**src/rtl/dma_word_access_buffer.sv**
```systemverilog
// -----------------------------------------------------------------------------
// dma_word_access_buffer
//
// Purpose:
//   Byte-serial access buffer between the 8-bit CPU data bus and the
//   per-channel address/count register words of a DMA controller.
//   - Writes: bytes are collected in a staging word through a byte pointer
//     shared by every register. The full word is committed in one step on the
//     final byte, so the base words never show a half-written value.
//   - Reads: the first byte of a word takes a snapshot of the live value. Later
//     bytes come from that snapshot, so a counting register cannot tear.
//
// Ports:
//   clk, reset        rising-edge clock, synchronous active-high reset
//   data_bus          write byte from the CPU
//   reg_addr          register address: 2*ch = address, 2*ch+1 = count;
//                     CLR_FF_ADDR / MCLR_ADDR are write-only commands
//   wr_en, rd_en      one-byte write / read strobes (write wins if both)
//   cur_addr_flat     live current-address words, channel c at [c*WORD_W +: WORD_W]
//   cur_count_flat    live current-count words, same packing
//   rd_data, rd_valid read byte and its one-cycle valid pulse (latency 1)
//   base_addr_flat    committed address words
//   base_count_flat   committed count words
//   commit            one-cycle pulse after a word has been committed
//   commit_ch         channel of that commit
//   commit_is_count   1 = count register, 0 = address register
//   byte_ptr          current byte pointer (0 = least significant byte)
// -----------------------------------------------------------------------------
module dma_word_access_buffer #(
  parameter int unsigned NUM_CH      = 4,
  parameter int unsigned DATA_W      = 8,
  parameter int unsigned WORD_BYTES  = 2,
  parameter logic [3:0]  CLR_FF_ADDR = 4'hC,
  parameter logic [3:0]  MCLR_ADDR   = 4'hD,
  localparam int unsigned WORD_W     = DATA_W * WORD_BYTES,
  localparam int unsigned PTR_W      = $clog2(WORD_BYTES)
) (
  input  logic                     clk,
  input  logic                     reset,
  input  logic [DATA_W-1:0]        data_bus,
  input  logic [3:0]               reg_addr,
  input  logic                     wr_en,
  input  logic                     rd_en,
  input  logic [NUM_CH*WORD_W-1:0] cur_addr_flat,
  input  logic [NUM_CH*WORD_W-1:0] cur_count_flat,
  output logic [DATA_W-1:0]        rd_data,
  output logic                     rd_valid,
  output logic [NUM_CH*WORD_W-1:0] base_addr_flat,
  output logic [NUM_CH*WORD_W-1:0] base_count_flat,
  output logic                     commit,
  output logic [1:0]               commit_ch,
  output logic                     commit_is_count,
  output logic [PTR_W-1:0]         byte_ptr
);

  typedef logic [WORD_BYTES-1:0][DATA_W-1:0] word_t;

  // State
  logic [PTR_W-1:0]  ptr_q,             ptr_d;
  word_t             staging_q,         staging_d;
  word_t             snap_q,            snap_d;
  logic [WORD_W-1:0] base_addr_q [NUM_CH];
  logic [WORD_W-1:0] base_addr_d [NUM_CH];
  logic [WORD_W-1:0] base_count_q[NUM_CH];
  logic [WORD_W-1:0] base_count_d[NUM_CH];
  logic [DATA_W-1:0] rd_data_q,         rd_data_d;
  logic              rd_valid_q,        rd_valid_d;
  logic              commit_q,          commit_d;
  logic [1:0]        commit_ch_q,       commit_ch_d;
  logic              commit_is_count_q, commit_is_count_d;

  // Address decode
  logic [2:0]       ch_idx;
  logic             is_count;
  logic             reg_hit;
  logic             last_byte;
  logic [PTR_W-1:0] ptr_next;
  word_t            cur_word;

  assign ch_idx    = reg_addr[3:1];
  assign is_count  = reg_addr[0];
  assign reg_hit   = reg_addr < 4'(2 * NUM_CH);
  assign last_byte = ptr_q == PTR_W'(WORD_BYTES - 1);
  assign ptr_next  = last_byte ? '0 : ptr_q + PTR_W'(1);

  // Live value of the addressed register, used as the read snapshot source.
  always_comb begin
    cur_word = '0;
    for (int c = 0; c < NUM_CH; c++) begin
      if (ch_idx == 3'(c)) begin
        cur_word = is_count ? cur_count_flat[c*WORD_W +: WORD_W]
                            : cur_addr_flat[c*WORD_W +: WORD_W];
      end
    end
  end

  always_comb begin
    // NOTE: every variable driven here gets a default first, so no path can leave it unassigned and infer a latch.
    ptr_d             = ptr_q;
    staging_d         = staging_q;
    snap_d            = snap_q;
    base_addr_d       = base_addr_q;
    base_count_d      = base_count_q;
    rd_data_d         = rd_data_q;
    rd_valid_d        = 1'b0;
    commit_d          = 1'b0;
    commit_ch_d       = commit_ch_q;
    commit_is_count_d = commit_is_count_q;

    if (wr_en) begin
      // A write always wins; a simultaneous read is dropped entirely.
      if (reg_hit) begin
        for (int b = 0; b < WORD_BYTES; b++) begin
          if (ptr_q == PTR_W'(b)) staging_d[b] = data_bus;
        end
        ptr_d = ptr_next;
        if (last_byte) begin
          // NOTE: staging_d is read back after the blocking update above, so the committed word already holds the final byte.
          commit_d          = 1'b1;
          commit_ch_d       = ch_idx[1:0];
          commit_is_count_d = is_count;
          for (int c = 0; c < NUM_CH; c++) begin
            if (ch_idx == 3'(c)) begin
              if (is_count) base_count_d[c] = staging_d;
              else          base_addr_d[c]  = staging_d;
            end
          end
        end
      end else if (reg_addr == CLR_FF_ADDR) begin
        ptr_d = '0;
      end else if (reg_addr == MCLR_ADDR) begin
        ptr_d     = '0;
        staging_d = '0;
        for (int c = 0; c < NUM_CH; c++) begin
          base_addr_d[c]  = '0;
          base_count_d[c] = '0;
        end
      end
    end else if (rd_en && reg_hit) begin
      // The first byte freezes the whole word; later bytes replay the frozen copy.
      if (ptr_q == '0) begin
        snap_d    = cur_word;
        rd_data_d = cur_word[0];
      end else begin
        for (int b = 1; b < WORD_BYTES; b++) begin
          if (ptr_q == PTR_W'(b)) rd_data_d = snap_q[b];
        end
      end
      ptr_d      = ptr_next;
      rd_valid_d = 1'b1;
    end
  end

  always_ff @(posedge clk) begin
    if (reset) begin
      ptr_q             <= '0;
      staging_q         <= '0;
      snap_q            <= '0;
      rd_data_q         <= '0;
      rd_valid_q        <= 1'b0;
      commit_q          <= 1'b0;
      commit_ch_q       <= '0;
      commit_is_count_q <= 1'b0;
      // NOTE: the register words are cleared on reset because software expects zeros; a plain storage array would be left unreset.
      for (int c = 0; c < NUM_CH; c++) begin
        base_addr_q[c]  <= '0;
        base_count_q[c] <= '0;
      end
    end else begin
      ptr_q             <= ptr_d;
      staging_q         <= staging_d;
      snap_q            <= snap_d;
      rd_data_q         <= rd_data_d;
      rd_valid_q        <= rd_valid_d;
      commit_q          <= commit_d;
      commit_ch_q       <= commit_ch_d;
      commit_is_count_q <= commit_is_count_d;
      base_addr_q       <= base_addr_d;
      base_count_q      <= base_count_d;
    end
  end

  // Outputs
  for (genvar c = 0; c < NUM_CH; c++) begin : g_flat
    assign base_addr_flat[c*WORD_W +: WORD_W]  = base_addr_q[c];
    assign base_count_flat[c*WORD_W +: WORD_W] = base_count_q[c];
  end

  assign rd_data         = rd_data_q;
  assign rd_valid        = rd_valid_q;
  assign commit          = commit_q;
  assign commit_ch       = commit_ch_q;
  assign commit_is_count = commit_is_count_q;
  assign byte_ptr        = ptr_q;

endmodule

```
**config.mk**
```make
export PLATFORM = sky130hd
export DESIGN_NAME = dma_word_access_buffer
export DESIGN_NICKNAME = d
export VERILOG_FILES = /design/src/rtl/dma_word_access_buffer.sv
export SDC_FILE = /design/constraint.sdc
export NUM_CORES = 1
export LEC_CHECK = 0
export CAP_MARGIN = 30
export CORE_ASPECT_RATIO = 1.25
export CORE_MARGIN = 5
export CORE_UTILIZATION = 30
export DETAILED_ROUTE_END_ITERATION = 12
export PLACE_DENSITY_LB_ADDON = 0.1
export SLEW_MARGIN = 25
export SYNTH_ARGS = -nofsm -noshare
export SYNTH_HDL_FRONTEND = slang
export SYNTH_SLANG_ARGS = --single-unit
```
**constraint.sdc**
```tcl
create_clock -name clk -period 2.18 [get_ports clk]
set_input_delay 0.218 -clock clk [delete_from_list [all_inputs] [get_ports clk]]
set_output_delay 0.218 -clock clk [all_outputs]
set_load 0.05 [all_outputs]
```
# Word-level counts from Yosys, hierarchy flattened
# Cells that the tools add are included.
# totals
input_bits	144
regBits	166
out_inout_bits	142
# classes
n_reduce_logical	19
addsub	1
bitwise	3
eq_ne	14
magnitude_cmp	1
muxes	38
# op_table
cell	n
$mux W64	6
$mux W16	21
$reduce_and A6 Y1	8
$mux W8	3
$reduce_and A3 Y1	3
$eq A4 B4 Y1 const B	2
$mux W1	8
$ne A2 B1 Y1 const B	4
$ne A2 B2 Y1 const B	4
$eq A3 B2 Y1 const B	2
$lt A4 B4 Y1 const B	1
$ne A4 B1 Y1 const B	1
$reduce_and A2 Y1	2
$reduce_bool A2 Y1	2
$eq A3 B1 Y1 const B	1
$logic_not A3 Y1	1
$not A1 Y1	3
$reduce_or A3 Y1	1
$reduce_or A2 Y1	1
$add A1 B1 Y1 const B	1
$logic_and A1 B1 Y1	1

# Longest topological paths before layout
# depth
ltp_word	6
ltp_mapped	7
ltp_nobuf	4

# Worst setup path before layout
# No wires, ideal clock.
# synth_timing
path_type	flip-flop to flip-flop
from	register ptr_q, in the netlist byte_ptr
to	register base_addr_q (netlist bit base_addr_flat[12])
period_less_slack_ns	2.187
t_required_ns	2.052
arrival_ns	2.059
stages_incl_launch_ff	6
n_path_buf	1
slack_ns	-0.007
setup_ns	0.128
cell_sequence	dfxtp_1 or4b_4 a211oi_4 buf_6 mux2i_1 nor2_1
# synth_between
elab_chain_cells	5
elab_cells_between_ends	7
classes_between	1 x eq/ne; 5 x mux; 1 x reduce/logical
# synth_lines
element	line	rtl
start, declared	59	logic [PTR_W-1:0] ptr_q, ptr_d;
start signal, assigned	170	ptr_q <= ptr_d;
$mux W8	114	if (ptr_q == PTR_W'(b)) staging_d[b] = data_bus;
$mux W16	124	if (is_count) base_count_d[c] = staging_d;
$mux W16	123	if (ch_idx == 3'(c)) begin
$mux W64	117	if (last_byte) begin
$mux W64	112	if (reg_hit) begin
end signal, assigned	178	base_addr_q <= base_addr_d;
end, declared	62	logic [WORD_W-1:0] base_addr_q [NUM_CH];
# Several ways; a longest one is shown, not always the timed one. The select of a mux whose other input is x is not followed.
# A chain may end at the register's enable or synchronous reset.

# Worst setup path in the final report
# layout_timing
from	register ptr_q, in the netlist byte_ptr
to	register base_addr_q (netlist bit base_addr_flat[24])
# The elaborated chain is that of the path after synthesis.

==> metrics <==
outcome=finished, final reports clean; Post-CTS Resized=0; top-area cell type share of the netlist area=43.37%; pre-CTS setup slack=-0.006226 ns; most area-hungry cell type in the Yosys netlist=dfxtp_1; first-pass GRT wire length=42680 um; Slew headroom=35.97%; root buffer cell=clkbuf_16; GRT Util Overall=18.95%; fin crit period=1.943 ns; Synth area leaders=dfxtp_1, mux2i_1, nor2_1, mux2_1, o21a_1; vias per std cell=4.733; largest net degree at the start of global routing=71; quantity of I/O buffers inserted on ports=285; post-route ant nets=0; max-cap violations=0; post-synth cell types=45; FMAX=514.6 MHz; P&R area growth vs syn=52.22%; Yosys warning count=0; Setup Crit Path Kind=register to register; CORE AREA=25210 um2; FF-to-FF setup slack=0.24 ns; hold buffer count at cts=0; worst slew pin tran=0.9569 ns; # setup viols final=0; routed wire length=28000 um; Util after Layout=46.26%; main flop type after synthesis=dfxtp_1; hold depth=2; initial antenna violation count=0; Hold Path Sink=base_addr_flat[56]$_SDFFE_PP0P_; TritonCTS Buffers=17; Crit Path Max Fanout=11; final setup margin=0.2369 ns; CTS clk-pin slew, worst paths=0.07 ns; Seq/Total Area, Yosys=43.37%; mux cell area share after synthesis=27.92%; crit path DAT=2.29 ns; starting density of the core=30.39%; Synth Area per Inst=9.542 um2; initial drt markers=285; synthesized cell area=7662 um2; R2R depth=5; Die Width=152.9 um; RR Startpoint=byte_ptr$_SDFFE_PP0P_; DR DRC count=0; Critical Path RT=2.53 ns; clock skew=0.01065 ns; DR WL/cell=19.51 um; worst skew pair latency=0.42 ns; CTS tree=yes; Final Power=6.869 mW; pwr dens=588.9 nW/um2; final hold violations=0; HPWL after detailed placement=20640 um; H-tree depth=4; post-synthesis simple-gate area fraction=14.34%; LEAKAGE=4.196 nW; Post-synth EDFFs=0; clock sink total=166; Layout Nets=1229; final global-route overflow total=0; DR pass1 iterations=4; main combinational cell family by area after synthesis=multiplexers; Worst setup EP type=register; Max clock buf depth=2; VDD IR-drop max=536.2 uV; hold path startpoint=reset; #FFs+latches synth=166; Post-Syn Nets=947; Vias=6792; Final GP Congestion=0.8280; # IOs=286; Startpoint Class=register; area of the die=28860 um2; Post-CTS Setup Bufs=0; Compound-Gate Fraction of Synth Area=10.27%; unrepaired setup endpoints after global routing=no; Die H=188.7 um; Cells after Synth=803; Min-Delay Path Class=input port to register; Final Max Slew Viols=0; adder and majority gate portion of the synthesized area=0%; number of global-route vias before repair=6943; asr flop ratio synth=0%; reg2reg end=base_addr_flat[24]$_SDFFE_PP0P_; row cnt=65; Synth Area in XOR/XNOR=0%; layout cells sized above 1=9.290%; setup TNS=0 ns; fin crit share=89.14%
layout make-up:
class / count / area [um2]
fill: 2470 / 13550
multi-input combinational: 572 / 4035
timing repair buffer: 327 / 3334
sequential: 166 / 3324
clock buffer: 25 / 495.5
tap: 335 / 419.2
clock inverter: 7 / 46.29
antenna: 2 / 5.005
inverter: 1 / 3.754
cells in the mapped netlist (2+ instances only):
cell type / instances
mux2_1: 14
a211oi_4: 2
nor2_2: 7
clkbuf_1: 33
a311oi_1: 5
o2111ai_1: 4
nand3b_1: 8
nand2b_1: 4
o211ai_1: 8
and3b_1: 2
buf_1: 2
a21oi_2: 3
o21ai_1: 27
nand2_1: 22
buf_6: 3
nand3_1: 20
buf_2: 20
mux2i_1: 189
mux2_2: 6
nor2_4: 3
a21oi_1: 24
o22ai_1: 3
o21ai_0: 13
or3_1: 2
o21a_1: 19
buf_4: 6
a31oi_1: 4
o311ai_1: 3
or3b_1: 3
nor2_1: 164
dfxtp_1: 166
cell usage in the layout (no fill, tap or decap), types with 2 or more instances in the layout:
cell	synthesis	routed
nand3_1	20	20
nand2b_1	4	4
and3b_1	2	2
a21oi_2	3	3
nand3b_1	8	8
a31oi_1	4	4
nor2_2	7	7
mux2_2	6	6
clkbuf_1	33	4
or3_1	2	2
o21ai_1	27	27
o22ai_1	3	3
buf_12	0	14
clkbuf_16	0	17
nor2_1	164	164
nor2_4	3	3
nand2_1	22	22
dfxtp_1	166	165
o311ai_1	3	3
clkbuf_8	0	4
o211ai_1	8	8
or3b_1	3	3
clkdlybuf4s50_1	0	281
a311oi_1	5	5
mux2_1	14	14
buf_4	6	30
clkinv_2	0	3
o21a_1	19	19
mux2i_1	189	189
a211oi_4	2	2
o2111ai_1	4	4
clkinvlp_4	0	3
diode_2	0	2
o21ai_0	13	13
a21oi_1	24	24
critical path: stages, from the launching register on:
cell and delay [ns]:
dfxtp_2 0.47, buf_4 0.25, mux2i_1 0.09, nor2_1 0.73, nand3_1 0.17, a21oi_1 0.16
power breakdown:
group / switching (mW) / internal [mW] / total [mW]
sequential: 0.0246 / 3.07 / 3.09
combinational: 0.509 / 0.496 / 1.00
clock: 1.20 / 1.58 / 2.77
total: 1.73 / 5.14 / 6.87
sequential cells by signal (all words and copies together), names as in the netlist:
register         flops
commit               1
snap_q               8
byte_ptr             1
commit_ch            2
base_count_flat     64
rd_data              8
commit_is_count      1
staging_q           16
rd_valid             1
base_addr_flat      64
routing by layer:
| layer | GRT usage, % | vias to the layer above | share of wire, % | wire, um |
|---|---|---|---|---|
| met5 | 0 | - | 0 | 0 |
| met1 | 22.32 | 3158 | 43 | 11950 |
| li1 | - | 3382 | - | - |
| met4 | 5.108 | 0 | 1.6 | 450 |
| met3 | 6.593 | 25 | 6.7 | 1883 |
| met2 | 32.83 | 227 | 49 | 13720 |
through the flow:
| step | hold slack [ns] | std cells | area [um2] |
|---|---|---|---|
| 2_1_floorplan | 0.4443 | 803 | 7664 |
| 3_3_place_gp | 0.4701 | 1399 | 11100 |
| 3_5_place_dp | 0.4740 | 1400 | 11110 |
| 4_1_cts | 0.2289 | 1432 | 11650 |
| 5_1_grt | 0.2469 | 1433 | 11660 |
| 6_report | 0.2403 | 1435 | 11660 |
logic make-up after synthesis:
| family | Yosys count |
|---|---|
| AND/OR/NAND/NOR | 242 |
| multiplexers | 210 |
| flip-flops | 166 |
| AO/OA/AOI/OAI | 120 |
| buffers and inverters | 65 |
worst max path at each step:
| stage | end | start | slack, ns |
|---|---|---|---|
| floorplan | base_addr_flat[12]$_SDFFE_PP0P_ | byte_ptr$_SDFFE_PP0P_ | 0.18 |
| global placement | base_addr_flat[0]$_SDFFE_PP0P_ | reg_addr[2] | 0.007 |
| detailed placement | base_addr_flat[12]$_SDFFE_PP0P_ | reg_addr[2] | -0.006 |
| CTS | base_addr_flat[24]$_SDFFE_PP0P_ | byte_ptr$_SDFFE_PP0P_ | 0.25 |
| global route | base_addr_flat[55]$_SDFFE_PP0P_ | byte_ptr$_SDFFE_PP0P_ | 0.10 |
| finish | base_addr_flat[24]$_SDFFE_PP0P_ | byte_ptr$_SDFFE_PP0P_ | 0.24 |
(Power assumes the default switching activity.)
==> RTL edit 1: new RTL, same settings <==
Remove the register `rd_valid_q`: a continuous assignment takes its place, so the output `rd_valid` follows one clock earlier.
--- a/src/rtl/dma_word_access_buffer.sv
+++ b/src/rtl/dma_word_access_buffer.sv
@@ -159,3 +159,2 @@
       rd_data_q         <= '0;
-      rd_valid_q        <= 1'b0;
       commit_q          <= 1'b0;
@@ -173,3 +172,2 @@
       rd_data_q         <= rd_data_d;
-      rd_valid_q        <= rd_valid_d;
       commit_q          <= commit_d;
@@ -181,2 +179,4 @@
   end
+
+  assign rd_valid_q = rd_valid_d;
 
Formal check against the unedited RTL: not equivalent (a bounded check fails within 4 cycles, from zero or initial values and one cycle with reset high).
==> RTL edit 1 against the original RTL <==
Fmax grew 1.0%. Register-to-register slack gained 0.08 ns. Power grew 2.0%. First-iteration DRC count shrank 3.9%. Worst setup slack gained 0.020 ns. Routed wire length shrank 1.6%. Core utilization grew 0.71 points. Area after synthesis shrank 2.6%. Cell area shrank 1.3%. Sequential cell count shrank 1.
==> RTL edit 1: results (changes against the original RTL) <==
DP HPWL=20,220 um (-2.0%); Post-Route WL=27,550 um (-1.6%); met3 usage=0.05994 (-0.005995); Worst Path Max Fanout=9 (-2); static leakage=0.004084 uW (-2.7%); Slowest cell on crit path=clkdlybuf4s50_1; Synth Area in XOR/XNOR=0 (unchanged); Area after DPL=0.01091 mm2 (-1.8%); WL met3=2419 um (+28%); Syn Nets=900 (-5.0%); Crit path largest cell delay=0.54 ns (-0.19 ns); multiplexer area fraction after synthesis=0.2647 (-0.01455); Clock Skews=0.007659 ns (-0.002996 ns); top post-synthesis cells by area=dfxtp_1, mux2i_1, nor2_1; via count=6,631 (-2.4%); sw frac=0.2774 (+0.02552); peak supply drop=0.4703 mV (-12%); largest net degree at the start of global routing=66 (-7.0%); HP Class=input port to register; Post-synth top cells=mux2i_1, dfxtp_1, nor2_1, clkbuf_1, nand2_1; post-synthesis sequential area ratio=0.4428 (+0.009101); vias per inst=4.777 (+0.94%); Post-CTS Resized=0 (unchanged); syn_area_per_cell=9.867 um2 (+3.4%); post-synthesis adder-cell area fraction=0 (unchanged); 1st-iter DRT viols=274 (-3.9%); Total GRT Usage=0.1905 (+0.001027); Metal-1 WL=11,240 um (-5.9%); Final Wtd Congestion=0.8072 (-2.5%); highest routed layer=met5; initial antenna violation count=1 (+1); async set-reset flop share out of synthesis=0 (unchanged); met2 track demand over resource=0.3356 (+0.007289); first-pass GRT wire length=41,460 um (-2.9%); dpl cells=1,354 (-3.3%); vias in the first global route=6,805 (-2.0%); slew margin rel.=0.3833 (+0.02361); nets=1,189 (-3.3%); share of layout cells above drive strength 1=0.1059 (+0.01296); M1 GR Usage=0.2255 (+0.002330); Reg2Reg Setup Slack=0.32 ns (+0.08 ns); # diodes=0 (-2); CP arrival=1.71 ns (-0.58 ns); Post-CTS Setup Bufs=0 (unchanged); setup TNS=0 ns (unchanged); post-synthesis cell type count=42 (-6.7%); clock-pin slew of the registers on the worst-case setup and hold paths=0.07 ns (about the same); compound-gate portion of the synthesized area=0.1030 (+0.0002749); drt pass-1 iters=6 (+2); CTS Root Buffer Type=clkbuf_16; outcome=finished, final reports clean; wire length on met2=13,620 um (-0.70%)
==> RTL edit 1: cell count changes after synthesis, moves of 9 or more <==
cell,before,now
o21ai_1,27,0
nor2_1,164,142
a21oi_1,24,3
o21a_1,19,0
a22o_1,0,16
nor2b_1,1,16
o22a_1,0,15
a211oi_1,1,15
mux2_1,14,0
nand3_1,20,11
==> RTL edit 1: power groups by stage <==
| stage | logic, uW | registers [uW] | clock network [uW] |
|---|---|---|---|
| floorplan | 418 | 3190 | 0 |
| global placement | 975 | 3130 | 0 |
| detailed placement | 975 | 3130 | 0 |
| CTS | 980 | 3060 | 3060 |
| global route | 1040 | 3060 | 3190 |
| finish | 968 | 3060 | 2970 |
==> RTL edit 1: per-stage QoR <==
step / hold slack (ns) / util / setup WS, ns
CTS: 0.1559 / 0.4693 / 0.2534
detailed placement: 0.4549 / 0.4453 / -0.09732
global placement: 0.4577 / 0.4450 / -0.1054
floorplan: 0.4176 / - / 0.1503
finish: 0.1737 / 0.4698 / 0.2566
global route: 0.1802 / 0.4698 / 0.1641
==> RTL edit 1: worst max-delay path: cells and delay by family <==
family | cells | cell delay [ns]
simple gates | 1 | 0.47
buf+inv | 3 | 1.01
==> RTL edit 1: final cells by class <==
cell class	count	area, um2
multi-input cells	532	3885
inverters	2	7.507
clock buffers	17	425.4
repair buffers	327	3313
well taps	330	412.9
flip-flops and latches	165	3304
clock inverters	15	162.7
fillers	2423	12990
==> RTL edit 1: worst paths after layout <==
path	endpoint	startpoint	cells after the start
setup reg to reg	snap_q[14]$_SDFFE_PP0P_	byte_ptr$_SDFFE_PP0P_	5
setup / recovery	rd_valid	rd_en	4
hold / removal	base_count_flat[9]$_SDFFE_PP0P_	reset	2
hold reg to reg	base_addr_flat[16]$_SDFFE_PP0P_	base_addr_flat[16]$_SDFFE_PP0P_	1
==> RTL edit 2: new RTL, same settings <==
Without the edit above. The parameter `NUM_CH` goes from 4 to 2.
--- a/src/rtl/dma_word_access_buffer.sv
+++ b/src/rtl/dma_word_access_buffer.sv
@@ -29,3 +29,3 @@
 module dma_word_access_buffer #(
-  parameter int unsigned NUM_CH      = 4,
+  parameter int unsigned NUM_CH      = 2,
   parameter int unsigned DATA_W      = 8,
Ports: changed (resized base_addr_flat, base_count_flat, cur_addr_flat and cur_count_flat); port bits go from 286 to 158. The function was not compared with the original's and may differ.
==> RTL edit 2 against the original RTL <==
Power down 42%. Routed wire length down 49%. Largest cell class unchanged. First-iteration DRC count down 21%. Combinational power down 53%. Cell area down 43%. Sequential share of layout area up 2.2 points. Critical path type is now input port to register. Worst setup slack better by 0.057 ns. Clock skew down 0.0029 ns. Area after synthesis down 41%. Sequential cell count down 64.
==> RTL edit 2: results (changes against the original RTL) <==
peak supply drop=0.4874 mV (-9.1%); DP HPWL=10,410 um (-50%); largest net degree at the start of global routing=49 (-31%); Post-synth top cells=dfxtp_1, nand2_1, mux2i_1, mux2_2, a32o_1; static leakage=0.002570 uW (-39%); CP arrival=2.13 ns (-0.16 ns); Syn. warnings=0 (unchanged); CP delay by family, top=buffers and inverters; syn_area_per_cell=10.76 um2 (+13%); first-pass GRT wire length=22,040 um (-48%); Slowest cell on crit path=clkdlybuf4s50_1; drt pass-1 iters=4 (unchanged); later-pin clock latency in the skew report=0.34 ns (-0.08 ns); Total GRT Usage=0.1568 (-0.03273); Crit path largest cell delay=0.58 ns (-0.15 ns); share of layout cells above drive strength 1=0.1509 (+0.05805); post-synthesis cell type count=44 (-2.2%); Final Non-Filler Cells=765 (-47%); slew margin rel.=0.4670 (+0.1073); CTS max path bufs=2 (unchanged); H-tree levels=3 (-1); Syn Nets=502 (-47%); async set-reset flop share out of synthesis=0 (unchanged); initial antenna violation count=0 (unchanged); CTS Buf Count=9 (-8); Final Wtd Congestion=0.7663 (-7.5%); nets=658 (-46%); CTS Root Buffer Type=clkbuf_16; post-synthesis sequential area ratio=0.4498 (+0.01613); # diodes=0 (-2); Worst Path Max Fanout=10 (-1); clock-pin slew of the registers on the worst-case setup and hold paths=0.07 ns (about the same); DR WL/cell=18.55 um (-4.9%); vias in the first global route=3,924 (-43%); Reg2Reg Setup Slack=0.52 ns (+0.28 ns); IO buf count=157 (-45%); 1st-iter DRT viols=226 (-21%); Post-CTS Resized=0 (unchanged); top post-synthesis cells by area=dfxtp_1, mux2i_1, mux2_2; HP Class=register to register; Clock Skews=0.007778 ns (-0.002876 ns); Post-CTS Setup Bufs=0 (unchanged); fill count=1,453 (-41%); vias per inst=5.005 (+5.7%); dpl cells=749 (-47%); outcome=finished, final reports clean
==> RTL edit 2: worst paths after layout <==
check / start / to / cells after the start
max: reg_addr[3] / rd_data[4]$_SDFFE_PP0P_ / 5
min: base_count_flat[30]$_SDFFE_PP0P_ / base_count_flat[30]$_SDFFE_PP0P_ / 2
max reg2reg: byte_ptr$_SDFFE_PP0P_ / rd_data[4]$_SDFFE_PP0P_ / 4
min reg2reg: base_count_flat[30]$_SDFFE_PP0P_ / base_count_flat[30]$_SDFFE_PP0P_ / 2
==> RTL edit 2: cell type report <==
type | instances | area, um2 | share of cell area
Clock buffer | 9 | 225.2 | 0.03385
Clock inverter | 7 | 72.57 | 0.01091
Multi-Input combinational cell | 286 | 2312 | 0.3476
Timing Repair Buffer | 176 | 1762 | 0.2648
Sequential cell | 102 | 2042 | 0.3069
Inverter | 3 | 11.26 | 0.001693
Tap cell | 182 | 227.7 | 0.03423
==> RTL edit 2: tightest hold or removal path: stages, from the launching register on <==
cell,delay [ns]
dfxtp_1,0.31
nand2_1,0.05
mux2i_1,0.05
==> RTL edit 2: metrics by stage <==
stage	cell area [um2]	power (uW)	hold slack, ns	setup slack, ns
6_report	6653	3984	0.4598	0.2936
5_1_grt	6653	4137	0.4782	0.2025
4_1_cts	6653	4031	0.4636	0.2816
3_5_place_dp	6355	2408	0.4486	-0.07665
3_3_place_gp	6355	2402	0.4450	-0.001003
2_1_floorplan	4539	2169	0.2967	0.3589
==> RTL edit 2: metal layers <==
| metal | share of wire | global-route usage | vias up |
|---|---|---|---|
| met5 | 0 | 0 | - |
| met4 | 0.0078 | 0.03725 | 0 |
| met3 | 0.089 | 0.05587 | 4 |
| met2 | 0.49 | 0.2748 | 147 |
| met1 | 0.41 | 0.1823 | 1831 |
| li1 | - | - | 1847 |
==> RTL edit 2: where the power goes <==
part / switching (uW) / total [uW] / internal [uW]
clock: 726 / 1620 / 897
combinational: 212 / 475 / 263
sequential: 8.65 / 1890 / 1880
==> RTL edit 2: logic make-up (layout without fill, tap and decap cells) <==
group | count (synthesis) | in the layout | synth area share
flops | 102 | 102 | 0.4498
compound gates | 65 | 65 | 0.1196
buf+inv | 34 | 195 | 0.04079
simple gates | 115 | 115 | 0.1251
mux | 106 | 106 | 0.2646
